===== src/rtl/smg_scan_mux_if.sv =====
// Display-data and pin bundle for the multiplexed seven-segment driver.
interface smg_scan_mux_if #(
   parameter int DIGITS = 6
);
   logic [4*DIGITS-1:0] Digit_Data;
   logic [DIGITS-1:0]   Dp_Mask;
   logic [DIGITS-1:0]   En_Mask;
   logic [DIGITS-1:0]   Scan_Sig;
   logic [7:0]          Seg_Sig;
   logic                Frame_Done;

   modport master (
      output Digit_Data, Dp_Mask, En_Mask,
      input  Scan_Sig, Seg_Sig, Frame_Done
   );

   modport slave (
      input  Digit_Data, Dp_Mask, En_Mask,
      output Scan_Sig, Seg_Sig, Frame_Done
   );
endinterface


===== src/rtl/smg_scan_mux.sv =====
// Time-multiplexed N-digit seven-segment driver with per-slot blanking,
// per-digit enable/dp masks and configurable pin polarity.
module smg_scan_mux #(
   parameter int          DIGITS         = 6,
   parameter logic [15:0] TICK_MAX       = 16'd49999,
   parameter int          BLANK_CYC      = 500,
   parameter bit          SEL_ACTIVE_LOW = 1'b1,
   parameter bit          SEG_ACTIVE_LOW = 1'b1
) (
   input logic            CLK,
   input logic            RSTn,
   smg_scan_mux_if.slave  bus
);
   localparam int IDX_W = (DIGITS > 1) ? $clog2(DIGITS) : 1;

   logic [15:0]       c1_r;
   logic [IDX_W-1:0]  idx_r;
   logic [DIGITS-1:0] scan_r;
   logic [7:0]        seg_r;
   logic              frame_done_r;

   logic              slot_end_s;
   logic              blank_s;
   logic              drive_s;
   logic [3:0]        nib_s;
   logic              dp_s;
   logic              en_s;
   logic [DIGITS-1:0] sel_hit_s;
   logic [DIGITS-1:0] sel_s;
   logic [7:0]        seg_s;

   // Active-high gfedcba pattern for one hex nibble.
   function automatic logic [6:0] hex_to_seg(input logic [3:0] v);
      logic [6:0] s;
      case (v)
         4'h0:    s = 7'h3F;
         4'h1:    s = 7'h06;
         4'h2:    s = 7'h5B;
         4'h3:    s = 7'h4F;
         4'h4:    s = 7'h66;
         4'h5:    s = 7'h6D;
         4'h6:    s = 7'h7D;
         4'h7:    s = 7'h07;
         4'h8:    s = 7'h7F;
         4'h9:    s = 7'h6F;
         4'hA:    s = 7'h77;
         4'hB:    s = 7'h7C;
         4'hC:    s = 7'h39;
         4'hD:    s = 7'h5E;
         4'hE:    s = 7'h79;
         4'hF:    s = 7'h71;
         default: s = 7'h00;
      endcase
      return s;
   endfunction

   assign slot_end_s = (c1_r == TICK_MAX);
   // 17-bit compare so BLANK_CYC = TICK_MAX+1 (up to 65536) keeps the slot dark.
   assign blank_s    = ({1'b0, c1_r} < 17'(BLANK_CYC));

   // Slot counter and digit index.
   always_ff @(posedge CLK or negedge RSTn) begin
      if (!RSTn) begin
         c1_r  <= 16'd0;
         idx_r <= '0;
      end else if (slot_end_s) begin
         c1_r  <= 16'd0;
         idx_r <= (idx_r == IDX_W'(DIGITS - 1)) ? '0 : idx_r + IDX_W'(1);
      end else begin
         c1_r  <= c1_r + 16'd1;
         idx_r <= idx_r;
      end
   end

   // Select the current digit's data, masks and one-hot select (digit 0 = MSB).
   always_comb begin
      nib_s     = 4'h0;
      dp_s      = 1'b0;
      en_s      = 1'b0;
      sel_hit_s = '0;
      for (int k = 0; k < DIGITS; k++) begin
         nib_s               = nib_s | (bus.Digit_Data[4*k +: 4] & {4{idx_r == IDX_W'(k)}});
         dp_s                = dp_s  | (bus.Dp_Mask[k] & (idx_r == IDX_W'(k)));
         en_s                = en_s  | (bus.En_Mask[k] & (idx_r == IDX_W'(k)));
         sel_hit_s[DIGITS-1-k] = (idx_r == IDX_W'(k));
      end
      drive_s = !blank_s && en_s;
      sel_s   = drive_s ? sel_hit_s : '0;
      seg_s   = drive_s ? {dp_s, hex_to_seg(nib_s)} : 8'h00;
   end

   // Output registers; pin polarity is applied only here.
   always_ff @(posedge CLK or negedge RSTn) begin
      if (!RSTn) begin
         scan_r       <= {DIGITS{SEL_ACTIVE_LOW}};
         seg_r        <= {8{SEG_ACTIVE_LOW}};
         frame_done_r <= 1'b0;
      end else begin
         scan_r       <= sel_s ^ {DIGITS{SEL_ACTIVE_LOW}};
         seg_r        <= seg_s ^ {8{SEG_ACTIVE_LOW}};
         frame_done_r <= slot_end_s && (idx_r == IDX_W'(DIGITS - 1));
      end
   end

   assign bus.Scan_Sig   = scan_r;
   assign bus.Seg_Sig    = seg_r;
   assign bus.Frame_Done = frame_done_r;
endmodule


===== src/flat_wrapper.sv =====
// flat-port wrapper written by rule: the top's interface ports become plain ports
module smg_scan_mux_flat 
#(
   parameter int          DIGITS         = 6,
   parameter logic [15:0] TICK_MAX       = 16'd49999,
   parameter int          BLANK_CYC      = 500,
   parameter bit          SEL_ACTIVE_LOW = 1'b1,
   parameter bit          SEG_ACTIVE_LOW = 1'b1
)
  (CLK, RSTn, bus_Digit_Data, bus_Dp_Mask, bus_En_Mask, bus_Scan_Sig, bus_Seg_Sig, bus_Frame_Done);
  smg_scan_mux_if #(.DIGITS(DIGITS)) bus_i ();
  input logic CLK;
  input logic RSTn;
  input wire logic [$bits(bus_i.Digit_Data)-1:0] bus_Digit_Data;
  input wire logic [$bits(bus_i.Dp_Mask)-1:0] bus_Dp_Mask;
  input wire logic [$bits(bus_i.En_Mask)-1:0] bus_En_Mask;
  output wire logic [$bits(bus_i.Scan_Sig)-1:0] bus_Scan_Sig;
  output wire logic [$bits(bus_i.Seg_Sig)-1:0] bus_Seg_Sig;
  output wire logic [$bits(bus_i.Frame_Done)-1:0] bus_Frame_Done;
  assign bus_i.Digit_Data = bus_Digit_Data;
  assign bus_i.Dp_Mask = bus_Dp_Mask;
  assign bus_i.En_Mask = bus_En_Mask;
  assign bus_Scan_Sig = bus_i.Scan_Sig;
  assign bus_Seg_Sig = bus_i.Seg_Sig;
  assign bus_Frame_Done = bus_i.Frame_Done;
  smg_scan_mux #(.DIGITS(DIGITS), .TICK_MAX(TICK_MAX), .BLANK_CYC(BLANK_CYC), .SEL_ACTIVE_LOW(SEL_ACTIVE_LOW), .SEG_ACTIVE_LOW(SEG_ACTIVE_LOW)) u_core (.CLK(CLK), .RSTn(RSTn), .bus(bus_i));
endmodule

===== config.mk =====
export PLATFORM = sky130hd
export DESIGN_NAME = smg_scan_mux_flat
export DESIGN_NICKNAME = d
export VERILOG_FILES = /design/src/rtl/smg_scan_mux_if.sv /design/src/rtl/smg_scan_mux.sv /design/src/flat_wrapper.sv
export SDC_FILE = /design/constraint.sdc
export NUM_CORES = 1
export LEC_CHECK = 0
export CAP_MARGIN = 0
export CORE_ASPECT_RATIO = 1.25
export CORE_UTILIZATION = 34
export DETAILED_ROUTE_END_ITERATION = 10
export GPL_ROUTABILITY_DRIVEN = 0
export PLACE_DENSITY_LB_ADDON = 0.08
export SKIP_LAST_GASP = 1
export SLEW_MARGIN = 20
export SYNTH_ARGS = -nofsm -noshare
export SYNTH_HDL_FRONTEND = slang
export SYNTH_SLANG_ARGS = --single-unit

===== constraint.sdc =====
create_clock -name CLK -period 3.5 [get_ports CLK]
set_clock_uncertainty 0.2 [all_clocks]
set_input_delay 0.525 -clock CLK [delete_from_list [all_inputs] [get_ports CLK]]
set_output_delay 0.525 -clock CLK [all_outputs]
set_load 0.1 [all_outputs]

==> metrics.yaml <==
status: "complete, no violations"
yosysMostFrequentCell: "nand2_1"
power.density_mw_per_mm2: 322.7
cap_violations: 0
antenna_found_initial: 0
drc: 0
worstSkewPairLatency_ns: 0.29
ys_seq_area_share_pct: 45.93
yosys.area.top_type_share_pct: 26.47
first_iter_violations: 71
syn_nets: 234
cts-buffers-inserted: 5
cts_setup_buffers: 0
peakVddDrop_v: 0.0001259
die_height_um: 85.37
antenna_left: 0
min_period_ns: 2.837
synth_edf_count: 0
max_clock_freq_ghz: 0.3525
clockPowerShare_pct: 42.3
track_usage_pct: 17.27
numPortBuffers: 52
root_buffer: "clkbuf_8"
htreeDepth: 2
area_delta_synth_final_pct: 35.61
final-setup-viol-count: 0
synthesis.area_sq_mm: 0.001891
crit_arrival_ns: 2.84
path_clk_slew_ns: 0.07
dieArea_sq_mm: 0.005864
power_leakage_nw: 1.036
utilization_pct: 47.43
place_hpwl_um: 3313
cpLargestDelayFamily: "simple AND/OR/NAND/NOR gates"
yosysTopAreaCell: "dfrtp_1"
period_share_pct: 81.04
crit_path_max_incr_delay_ns: 0.56
clk_path_buf_depth: 2
start_kind: "register"
netlist_top_cells_count: "nand2_1, dfrtp_1, nor2_1"
wl_per_cell_um: 14.03
clock_sinks: 34
dr_total_vias: 1569
drive_gt1_share_pct: 19.84
path_max_fanout: 15
n_antenna_cell: 0
final_area_sq_mm: 0.002564
ctsHoldBuffers: 0
yosys_warnings: 0
seq_power_share_pct: 47.6
coreArea_sq_mm: 0.005405
grt_pass1_vias: 1559
placed_cell_area_sq_mm: 0.002454
cp.required_ns: 3.50
path_cells: "and2_1 -> ha_1 -> a32o_1 -> nor3_1 -> inv_1 -> ha_1 -> a21oi_1 -> o21a_1 -> o21ai_0"
cts_tree: "yes"
slew_violations: 0
swShare_pct: 20.47
dr.pass1.iters: 4
initial_utilization_pct: 34.98
grt_pass1_wl_um: 7369
rsz0062_at_grt: "false"
ys_ff_latch: 34
min_path_type: "reg -> reg"
comb_power_share_pct: 10.1
die_w_um: 68.70
fin_nets: 290
grt_max_degree: 35
synth_top_flop_cell: "dfrtp_1"
internal_power_mw: 0.6579
cts_resized: 0
viasPerCell: 5.045
path_buf_inv: 1
cpMostUsedCell: "ha_1"
slew_headroom_pct: 35.99
syn_inst: 190
ioPinCount: 53
row_count: 30
routed_wl_um: 4363
cpMaxStageDelayCell: "dfrtp_1"
grt-ovfl-total: 0
synth_area_leaders: "dfrtp_1, dfstp_2, nand2_1"
critPathKind: "reg -> reg"
final_hold_viol_count: 0
fin_tns_setup_ns: 0
ys_async_sr_fraction_pct: 100.0
syn_area_per_cell_sq_um: 9.950
synthDistinctLibCells: 47
switchingPower_mw: 0.1694
worst_slew_pin_slew_ns: 0.9571
end_kind: "register"
layer usage:
metal | wire length [um] | part of all wire [%] | vias to the layer above | track usage, %
met5 | 0 | 0 | - | 0
met4 | 71 | 1.6 | 0 | 6.122
met3 | 167 | 3.8 | 6 | 3.763
met2 | 2247 | 52 | 49 | 28.43
met1 | 1876 | 43 | 731 | 21.76
li1 | - | - | 783 | -
kinds of logic after synthesis:
group	after synthesis	synth area share, %
AOI/OAI and AO/OA	32	13.44
xor gates and xnor gates	15	6.949
adders and majority gates	6	3.971
buffers and inverters	14	3.309
DFF	34	45.93
muxes	9	5.691
and+or+nand+nor	80	20.72
worst reg2reg max path: cells and delay by family, from the launching register on:
kind / cells / cell delay (ns)
flops: 1 / 0.56
buf+inv: 1 / 0.15
compound gates: 4 / 0.60
simple gates: 2 / 0.67
fa+ha+maj: 2 / 0.57
placed cells by master, fill, tap and decap left out, types with 4 or more instances in the layout:
master,netlist,layout
dfrtp_1,20,20
clkbuf_8,0,5
ha_1,6,6
nand2_1,21,21
nor3_1,6,6
nand3_1,15,15
xor2_1,9,9
nor2_1,19,19
inv_1,5,5
a21oi_1,7,7
dfstp_2,14,14
clkdlybuf4s50_1,0,38
buf_4,0,19
xnor2_1,6,6
mux2_2,4,4
mux2i_1,4,4
o21ai_0,4,4
final timing paths:
kind,slack (ns),cells after the start,to,start
setup / recovery,0.66,9,u_core.bus.Seg_Sig[3]$_DFF_PN1_,u_core.idx_r[1]$_DFFE_PN0N_
hold / removal,0.29,1,u_core.c1_r[0]$_DFF_PN0_,u_core.c1_r[0]$_DFF_PN0_
setup reg to reg,0.66,9,u_core.bus.Seg_Sig[3]$_DFF_PN1_,u_core.idx_r[1]$_DFFE_PN0N_
hold reg to reg,0.29,1,u_core.c1_r[0]$_DFF_PN0_,u_core.c1_r[0]$_DFF_PN0_
max in group asynchronous,2.32,2,u_core.bus.Scan_Sig[3]$_DFF_PN1_,RSTn
min in group asynchronous,0.44,2,u_core.c1_r[0]$_DFF_PN0_,RSTn
power by group through the flow:
stage	clock network (mW)	registers [mW]	logic, mW
after floorplan	0	0.401	0.0273
after global placement	0	0.400	0.0839
after detailed placement	0	0.400	0.0843
after CTS	0.363	0.394	0.0844
after global routing	0.384	0.393	0.0925
final	0.350	0.394	0.0835
registers in the layout, indices dropped and copies added (netlist names):
signal and count:
u_core.bus.Scan_Sig 6, u_core.bus.Frame_Done 1, u_core.idx_r 3, u_core.bus.Seg_Sig 8, u_core.c1_r 16
cell type report:
type	instances	area, sq um
fillers	531	2841
multi-input cells	142	959.7
flip-flops and latches	34	868.3
repair buffers	57	523.0
well taps	64	80.08
clock buffers	6	72.57
clock inverters	2	37.54
inverters	6	22.52
metrics by stage:
| stage | total power, mW | instances | hold WS, ns | worst slack [ns] |
|---|---|---|---|---|
| floorplan | 0.4279 | 190 | 0.02941 | 0.7750 |
| global placement | 0.4843 | 303 | 0.2820 | 0.6424 |
| detailed placement | 0.4847 | 303 | 0.2862 | 0.5993 |
| CTS | 0.8406 | 311 | 0.2972 | 0.6316 |
| global route | 0.8697 | 311 | 0.3205 | 0.4333 |
| finish | 0.8273 | 311 | 0.2895 | 0.6634 |
Note: power is estimated with default switching activity, not from simulation.
